### src/rtl/seg7_scan_ctrl_if.sv
`default_nettype none
// ============================================================================
//  Module      : seg7_scan_ctrl_if
//  Description : Value/strobe and LED-pin bundle of the 7-segment scan
//                controller. The master side supplies display values, and
//                the slave side (the scan controller) drives the LED pins.
//  Revision    : 1.0 - initial release
// ============================================================================
interface seg7_scan_ctrl_if #(
  parameter int NDIG = 4
);
  logic              load;
  logic [4*NDIG-1:0] data;
  logic [NDIG-1:0]   dp;
  logic [NDIG-1:0]   den;
  logic              busy;
  logic              frame_tick;
  logic [NDIG-1:0]   an;
  logic [7:0]        seg;

  modport master (
    output load, data, dp, den,
    input  busy, frame_tick, an, seg
  );

  modport slave (
    input  load, data, dp, den,
    output busy, frame_tick, an, seg
  );
endinterface
`default_nettype wire

### src/rtl/seg7_scan_ctrl.sv
`default_nettype none
// ============================================================================
//  Module      : seg7_scan_ctrl
//  Description : Time-multiplexed scan controller for an NDIG-digit
//                common-bus 7-segment display. It holds a double-buffered hex
//                value that is applied only at frame boundaries. There are
//                blank guard clocks at the start of every slot, and leading
//                zeros can optionally be suppressed.
//  Revision    : 1.0 - initial release
// ============================================================================

// Hex nibble to {a,b,c,d,e,f,g,0} segment pattern, active-high.
module decode_7seg (
  input  logic [3:0] nibble,
  output logic [7:0] pattern
);
  // Pure lookup; bit 0 is left clear for the decimal point.
  always_comb begin
    pattern = 8'h00;
    case (nibble)
      4'h0: pattern = 8'hFC;
      4'h1: pattern = 8'h60;
      4'h2: pattern = 8'hDA;
      4'h3: pattern = 8'hF2;
      4'h4: pattern = 8'h66;
      4'h5: pattern = 8'hB6;
      4'h6: pattern = 8'hBE;
      4'h7: pattern = 8'hE0;
      4'h8: pattern = 8'hFE;
      4'h9: pattern = 8'hF6;
      4'hA: pattern = 8'hEE;
      4'hB: pattern = 8'h3E;
      4'hC: pattern = 8'h9C;
      4'hD: pattern = 8'h7A;
      4'hE: pattern = 8'h9E;
      4'hF: pattern = 8'h8E;
      default: pattern = 8'h00;
    endcase
  end
endmodule

module seg7_scan_ctrl #(
  parameter int NDIG  = 4,
  parameter int DIV   = 50000,
  parameter int BLANK = 16,
  parameter int LZS   = 0
) (
  input  wire logic        clock,
  input  wire logic        reset,
  seg7_scan_ctrl_if.slave  host
);
  localparam int CW = $clog2(DIV);
  localparam int IW = $clog2(NDIG);
  localparam logic [CW-1:0] c_cnt_last = CW'(DIV - 1);
  localparam logic [CW-1:0] c_blank    = CW'(BLANK);
  localparam logic [IW-1:0] c_idx_last = IW'(NDIG - 1);

  logic [CW-1:0]     r_cnt;
  logic [IW-1:0]     r_idx;
  logic [4*NDIG-1:0] r_sh_data;
  logic [NDIG-1:0]   r_sh_dp;
  logic [NDIG-1:0]   r_sh_den;
  logic [4*NDIG-1:0] r_d_data;
  logic [NDIG-1:0]   r_d_dp;
  logic [NDIG-1:0]   r_d_den;
  logic              r_pending;
  logic [NDIG-1:0]   r_an;
  logic [7:0]        r_seg;
  logic              r_frame_tick;

  logic              w_wrap;
  logic              w_boundary;
  logic              w_apply;
  logic [CW-1:0]     w_cnt_nx;
  logic [IW-1:0]     w_idx_nx;
  logic [4*NDIG-1:0] w_d_data_nx;
  logic [NDIG-1:0]   w_d_dp_nx;
  logic [NDIG-1:0]   w_d_den_nx;
  logic [NDIG-1:0]   w_nib_zero;
  logic [NDIG-1:0]   w_zero_above;
  logic [3:0]        w_nibble;
  logic [7:0]        w_pattern;
  logic              w_blank;

  // Next-state counters and display set; the outputs are registered from
  // these so that they change on the same edge as the counters.
  always_comb begin
    w_wrap      = (r_cnt == c_cnt_last);
    w_boundary  = w_wrap && (r_idx == c_idx_last);
    w_apply     = w_boundary && r_pending;
    w_cnt_nx    = w_wrap ? '0 : r_cnt + 1'b1;
    w_idx_nx    = r_idx;
    if (w_wrap) begin
      w_idx_nx = (r_idx == c_idx_last) ? '0 : r_idx + 1'b1;
    end
    w_d_data_nx = w_apply ? r_sh_data : r_d_data;
    w_d_dp_nx   = w_apply ? r_sh_dp   : r_d_dp;
    w_d_den_nx  = w_apply ? r_sh_den  : r_d_den;
  end

  // w_zero_above[k]: digit k and every digit to its left hold nibble 0.
  for (genvar k = 0; k < NDIG; k++) begin : g_lz
    assign w_nib_zero[k] = (w_d_data_nx[4*k +: 4] == 4'h0);
    if (k == NDIG - 1) begin : g_top
      assign w_zero_above[k] = w_nib_zero[k];
    end else begin : g_mid
      assign w_zero_above[k] = w_nib_zero[k] && w_zero_above[k+1];
    end
  end

  assign w_nibble = w_d_data_nx[{w_idx_nx, 2'b00} +: 4];

  decode_7seg u_decode (
    .nibble  (w_nibble),
    .pattern (w_pattern)
  );

  // A slot is dark during its guard clocks, when disabled, or when it is a
  // suppressed leading zero (digit 0 always stays visible).
  always_comb begin
    w_blank = (w_cnt_nx < c_blank) || !w_d_den_nx[w_idx_nx];
    if ((LZS != 0) && (w_idx_nx != '0) && w_zero_above[w_idx_nx]) begin
      w_blank = 1'b1;
    end
  end

  // Prescaler and digit index.
  always_ff @(posedge clock or posedge reset) begin
    if (reset) begin
      r_cnt <= '0;
      r_idx <= '0;
    end else begin
      r_cnt <= w_cnt_nx;
      r_idx <= w_idx_nx;
    end
  end

  // Shadow capture. A load on a boundary edge still leaves pending set,
  // because the boundary consumed the previous shadow contents.
  always_ff @(posedge clock or posedge reset) begin
    if (reset) begin
      r_sh_data <= '0;
      r_sh_dp   <= '0;
      r_sh_den  <= '0;
      r_pending <= 1'b0;
    end else begin
      if (host.load) begin
        r_sh_data <= host.data;
        r_sh_dp   <= host.dp;
        r_sh_den  <= host.den;
        r_pending <= 1'b1;
      end else if (w_boundary) begin
        r_pending <= 1'b0;
      end
    end
  end

  // Display set, updated only at frame boundaries.
  always_ff @(posedge clock or posedge reset) begin
    if (reset) begin
      r_d_data <= '0;
      r_d_dp   <= '0;
      r_d_den  <= '0;
    end else begin
      r_d_data <= w_d_data_nx;
      r_d_dp   <= w_d_dp_nx;
      r_d_den  <= w_d_den_nx;
    end
  end

  // Registered LED pins and frame pulse.
  always_ff @(posedge clock or posedge reset) begin
    if (reset) begin
      r_an         <= '0;
      r_seg        <= '0;
      r_frame_tick <= 1'b0;
    end else begin
      r_frame_tick <= w_boundary;
      if (w_blank) begin
        r_an  <= '0;
        r_seg <= '0;
      end else begin
        r_an  <= NDIG'(1) << w_idx_nx;
        r_seg <= {w_pattern[7:1], w_d_dp_nx[w_idx_nx]};
      end
    end
  end

  assign host.busy       = r_pending;
  assign host.frame_tick = r_frame_tick;
  assign host.an         = r_an;
  assign host.seg        = r_seg;
endmodule
`default_nettype wire

### src/flat_wrapper.sv
// flat-port wrapper written by rule: the top's interface ports become plain ports
module seg7_scan_ctrl_flat 
#(
  parameter int NDIG  = 4,
  parameter int DIV   = 50000,
  parameter int BLANK = 16,
  parameter int LZS   = 0
)
  (clock, reset, host_load, host_data, host_dp, host_den, host_busy, host_frame_tick, host_an, host_seg);
  seg7_scan_ctrl_if #(.NDIG(NDIG)) host_i ();
  input  wire logic clock;
  input  wire logic reset;
  input wire logic [$bits(host_i.load)-1:0] host_load;
  input wire logic [$bits(host_i.data)-1:0] host_data;
  input wire logic [$bits(host_i.dp)-1:0] host_dp;
  input wire logic [$bits(host_i.den)-1:0] host_den;
  output wire logic [$bits(host_i.busy)-1:0] host_busy;
  output wire logic [$bits(host_i.frame_tick)-1:0] host_frame_tick;
  output wire logic [$bits(host_i.an)-1:0] host_an;
  output wire logic [$bits(host_i.seg)-1:0] host_seg;
  assign host_i.load = host_load;
  assign host_i.data = host_data;
  assign host_i.dp = host_dp;
  assign host_i.den = host_den;
  assign host_busy = host_i.busy;
  assign host_frame_tick = host_i.frame_tick;
  assign host_an = host_i.an;
  assign host_seg = host_i.seg;
  seg7_scan_ctrl #(.NDIG(NDIG), .DIV(DIV), .BLANK(BLANK), .LZS(LZS)) u_core (.clock(clock), .reset(reset), .host(host_i));
endmodule
### config.mk
export PLATFORM = sky130hd
export DESIGN_NAME = seg7_scan_ctrl_flat
export DESIGN_NICKNAME = d
export VERILOG_FILES = /design/src/rtl/seg7_scan_ctrl_if.sv /design/src/rtl/seg7_scan_ctrl.sv /design/src/flat_wrapper.sv
export SDC_FILE = /design/constraint.sdc
export NUM_CORES = 1
export LEC_CHECK = 0
export CAP_MARGIN = 20
export CORE_UTILIZATION = 40
export DETAILED_ROUTE_END_ITERATION = 12
export GPL_TIMING_DRIVEN = 0
export PLACE_DENSITY_LB_ADDON = 0.1
export SLEW_MARGIN = 5
export SYNTH_ARGS = -nofsm -noshare
export SYNTH_HDL_FRONTEND = slang
export SYNTH_SLANG_ARGS = --single-unit
### constraint.sdc
create_clock -name clock -period 3.3 [get_ports clock]
set_input_delay 0.66 -clock clock [delete_from_list [all_inputs] [get_ports clock]]
set_output_delay 0.66 -clock clock [all_outputs]
set_load 0.01 [all_outputs]
==> flow_metrics.py <==
metrics = {
    "die": {
        "start_util": 0.4122,
        "core_sq_um": 9729,
        "die_w_microns": 102.1,
        "io_pins": 41,
        "rows": 36,
        "dieArea_sq_um": 10430,
        "die_h_microns": 102.1,
    },
    "routing": {
        "drt-total-wl_mm": 8.622,
        "postRouteAntennaNets": 0,
        "drtIter0Drc": 53,
        "viasPerCell": 5.014,
        "wl_per_cell_microns": 14.99,
        "dr_total_vias": 2883,
        "drt_pass1_iterations": 4,
        "drc_errors": 0,
    },
    "yosys": {
        "synth.ff_latch_count": 80,
        "synthCells": 363,
        "synthTopCellsByArea": "dfrtp_1 (50%), mux2_2 (11%), nand2_1 (6.4%)",
        "synth_ff_type": "dfrtp_1",
        "avgSynthCellArea_sq_um": 11.05,
        "synth-simple-area-share": 0.1729,
        "synth_top_family_by_area": "multiplexers",
        "syn_area_sq_um": 4010,
        "yosysSeqAreaShare": 0.4992,
        "yosys.area_share.xor_xnor": 0.03058,
        "synth_cell_types": 52,
        "yosysTopAreaCell": "dfrtp_1",
        "synth-compound-area-share": 0.06022,
        "ys_async_sr_fraction": 1.000,
        "syn_nets": 398,
        "synthAdderAreaFrac": 0.02496,
        "synth.top_cell.area_share": 0.4992,
        "synthMuxAreaShare": 0.1850,
        "synth_warnings": 0,
        "synth-edff-count": 0,
    },
    "power": {
        "p_leak_nw": 2.273,
        "irDropWorstVdd_v": 0.0002332,
        "p_per_area_nw_per_um2": 366.9,
    },
    "clock_tree": {
        "clk_root_buffer_cell": "clkbuf_8",
        "clock-sinks": 80,
        "cts_tree": "built",
        "htree_levels": 3,
        "cts_buffer_depth": 2,
        "ctsHoldBuffers": 0,
        "path_clk_slew_ns": 0.09,
        "clock_latency_ns": 0.35,
        "cts_buffers": 9,
    },
    "placed_design": {
        "place_congestion": 0.7716,
        "dp.final_hpwl_mm": 6.006,
        "port-buffer-count": 39,
        "pre_cts_ws_ns": -0.6797,
        "dp_cells": 536,
    },
    "layout": {
        "most-common-layout-cells": "dfrtp_1 (77), nand2_1 (67), clkdlybuf4s50_1 (39)",
        "layout_commonest_cell": "dfrtp_1",
        "finalNonFillerCells": 575,
        "syn_to_final_growth_pct": 26.55,
        "fin_nets": 472,
        "diodes": 0,
        "layout-drive-gt1-share": 0.2670,
    },
    "worst_hold_path": {
        "min-delay-start": "u_core.r_sh_data[4]",
        "hp-class": "register to register",
        "holdPathStages": 2,
    },
    "critical_path": {
        "timing.rr.start": "u_core.r_cnt[10]",
        "crit_type": "register to register",
        "cp-start-kind": "register",
        "worstPathMaxFanout": 8,
        "cp.required_ns": 3.56,
        "r2r_cells": 12,
        "endpoint_kind": "register",
        "startpoint": "u_core.r_cnt[10]",
        "crit_arrival_ns": 3.45,
    },
    "sta": {
        "max_slew.worst_pin.slew_ns": 0.6325,
        "hold_slack_ns": 0.4675,
        "fin_crit_ns": 3.189,
        "setup_violations": 0,
        "clock.fmax_mhz": 313.6,
        "slew_viol_final": 0,
        "hold_viol": 0,
        "finClkSkew_ns": 0.01135,
        "setup_ws_ns": 0.1108,
        "maxSlewHeadroom": 0.5748,
        "finalCritPeriodShare": 0.9664,
    },
    "global_routing": {
        "grt_pass1_wl_mm": 14.59,
        "grt_max_degree": 55,
        "antenna_found_initial": 0,
        "globalRoute.totalOverflow": 0,
        "grtUsageTotal": 0.1856,
        "grt_pass1_vias": 2875,
    },
    "run": {
        "drv_cap": 0,
    },
    "status": {
        "run_status": "completed",
    },
}
timing repair:
action / 4_1_cts / 5_1_grt
resized for setup: 17 / 8
setup endpoints to repair: 12 / 7
setup buffers: 18 / 6
pin swaps: 8 / 6
flip-flops by register name (all words and copies together), names as in the netlist:
register                cells
u_core.r_d_dp               4
u_core.r_sh_dp              4
u_core.host.frame_tick      1
u_core.r_d_data            16
u_core.r_idx                2
u_core.host.an              4
u_core.r_d_den              4
u_core.r_cnt               16
u_core.r_sh_data           16
u_core.r_sh_den             4
u_core.host.seg             8
u_core.host.busy            1
per-layer routing:
| metal | vias up | track usage | share of wire |
|---|---|---|---|
| li1 | 1426 | - | - |
| met1 | 1417 | 0.2469 | 0.48 |
| met2 | 33 | 0.3046 | 0.48 |
| met3 | 7 | 0.03488 | 0.022 |
| met4 | 0 | 0.06374 | 0.012 |
| met5 | - | 0 | 0 |
synthesized netlist by cell type, drive strengths merged, types with 6 or more instances:
master  count
nor3       12
mux2i      20
nor2       16
buf        10
mux2       39
nand2      69
nor4        6
xnor2       6
ha          8
inv         8
nand3      12
clkbuf      8
xor2        8
a21oi       7
dfrtp      80
path summary, 6_finish.rpt:
check	slack, ns	endpoint
max reg2reg	0.11	u_core.host.seg[1]
min in group asynchronous	0.64	u_core.r_cnt[0]
max in group asynchronous	2.08	u_core.host.an[1]
max	0.11	u_core.host.seg[1]
min reg2reg	0.47	u_core.r_d_data[4]
min	0.47	u_core.r_d_data[4]
report_power, final:
part           switching, mW  total, mW  internal [mW]
registers             0.0212       1.03           1.01
logic                 0.0373     0.0967         0.0594
clock network          0.378      0.735          0.358
total                  0.436       1.86           1.43
layout make-up:
cell class | instances | area [sq um]
fillers | 933 | 4654
flip-flops and latches | 80 | 2006
multi-input cells | 257 | 1983
repair buffers | 64 | 601.8
well taps | 133 | 166.4
clock buffers | 9 | 123.9
plain buffers | 17 | 82.58
clock inverters | 7 | 78.83
inverters | 8 | 32.53
logic make-up (layout without fill, tap and decap cells):
logic type,count (synthesis),count (layout)
flops,80,80
buf+inv,26,105
xor+xnor,14,14
mux,63,63
compound gates,32,32
fa+ha+maj,8,8
simple gates,140,140
worst max-delay path, stage by stage, from the launching register on:
cell      delay, ns
dfrtp_1        0.48
nand4b_1       0.26
buf_4          0.19
nor4_4         0.33
buf_4          0.19
nand2_4        0.08
mux2_2         0.30
mux2_4         0.28
mux2i_4        0.23
inv_2          0.07
ha_2           0.20
mux2_2         0.27
a221oi_2       0.21
per-stage QoR:
| stage | setup TNS (ns) | power (mW) | area [sq um] | util |
|---|---|---|---|---|
| 6_report | 0 | 1.862 | 5075 | 0.5216 |
| 5_1_grt | -0.02389 | 1.952 | 5075 | 0.5216 |
| 3_3_place_gp | -69.98 | 1.143 | 4567 | 0.4694 |
| 2_1_floorplan | 0 | 1.095 | 4010 | - |
| 4_1_cts | 0 | 1.898 | 5004 | 0.5143 |
| 3_5_place_dp | -4.785 | 1.150 | 4597 | 0.4725 |
(Power assumes the default switching activity.)
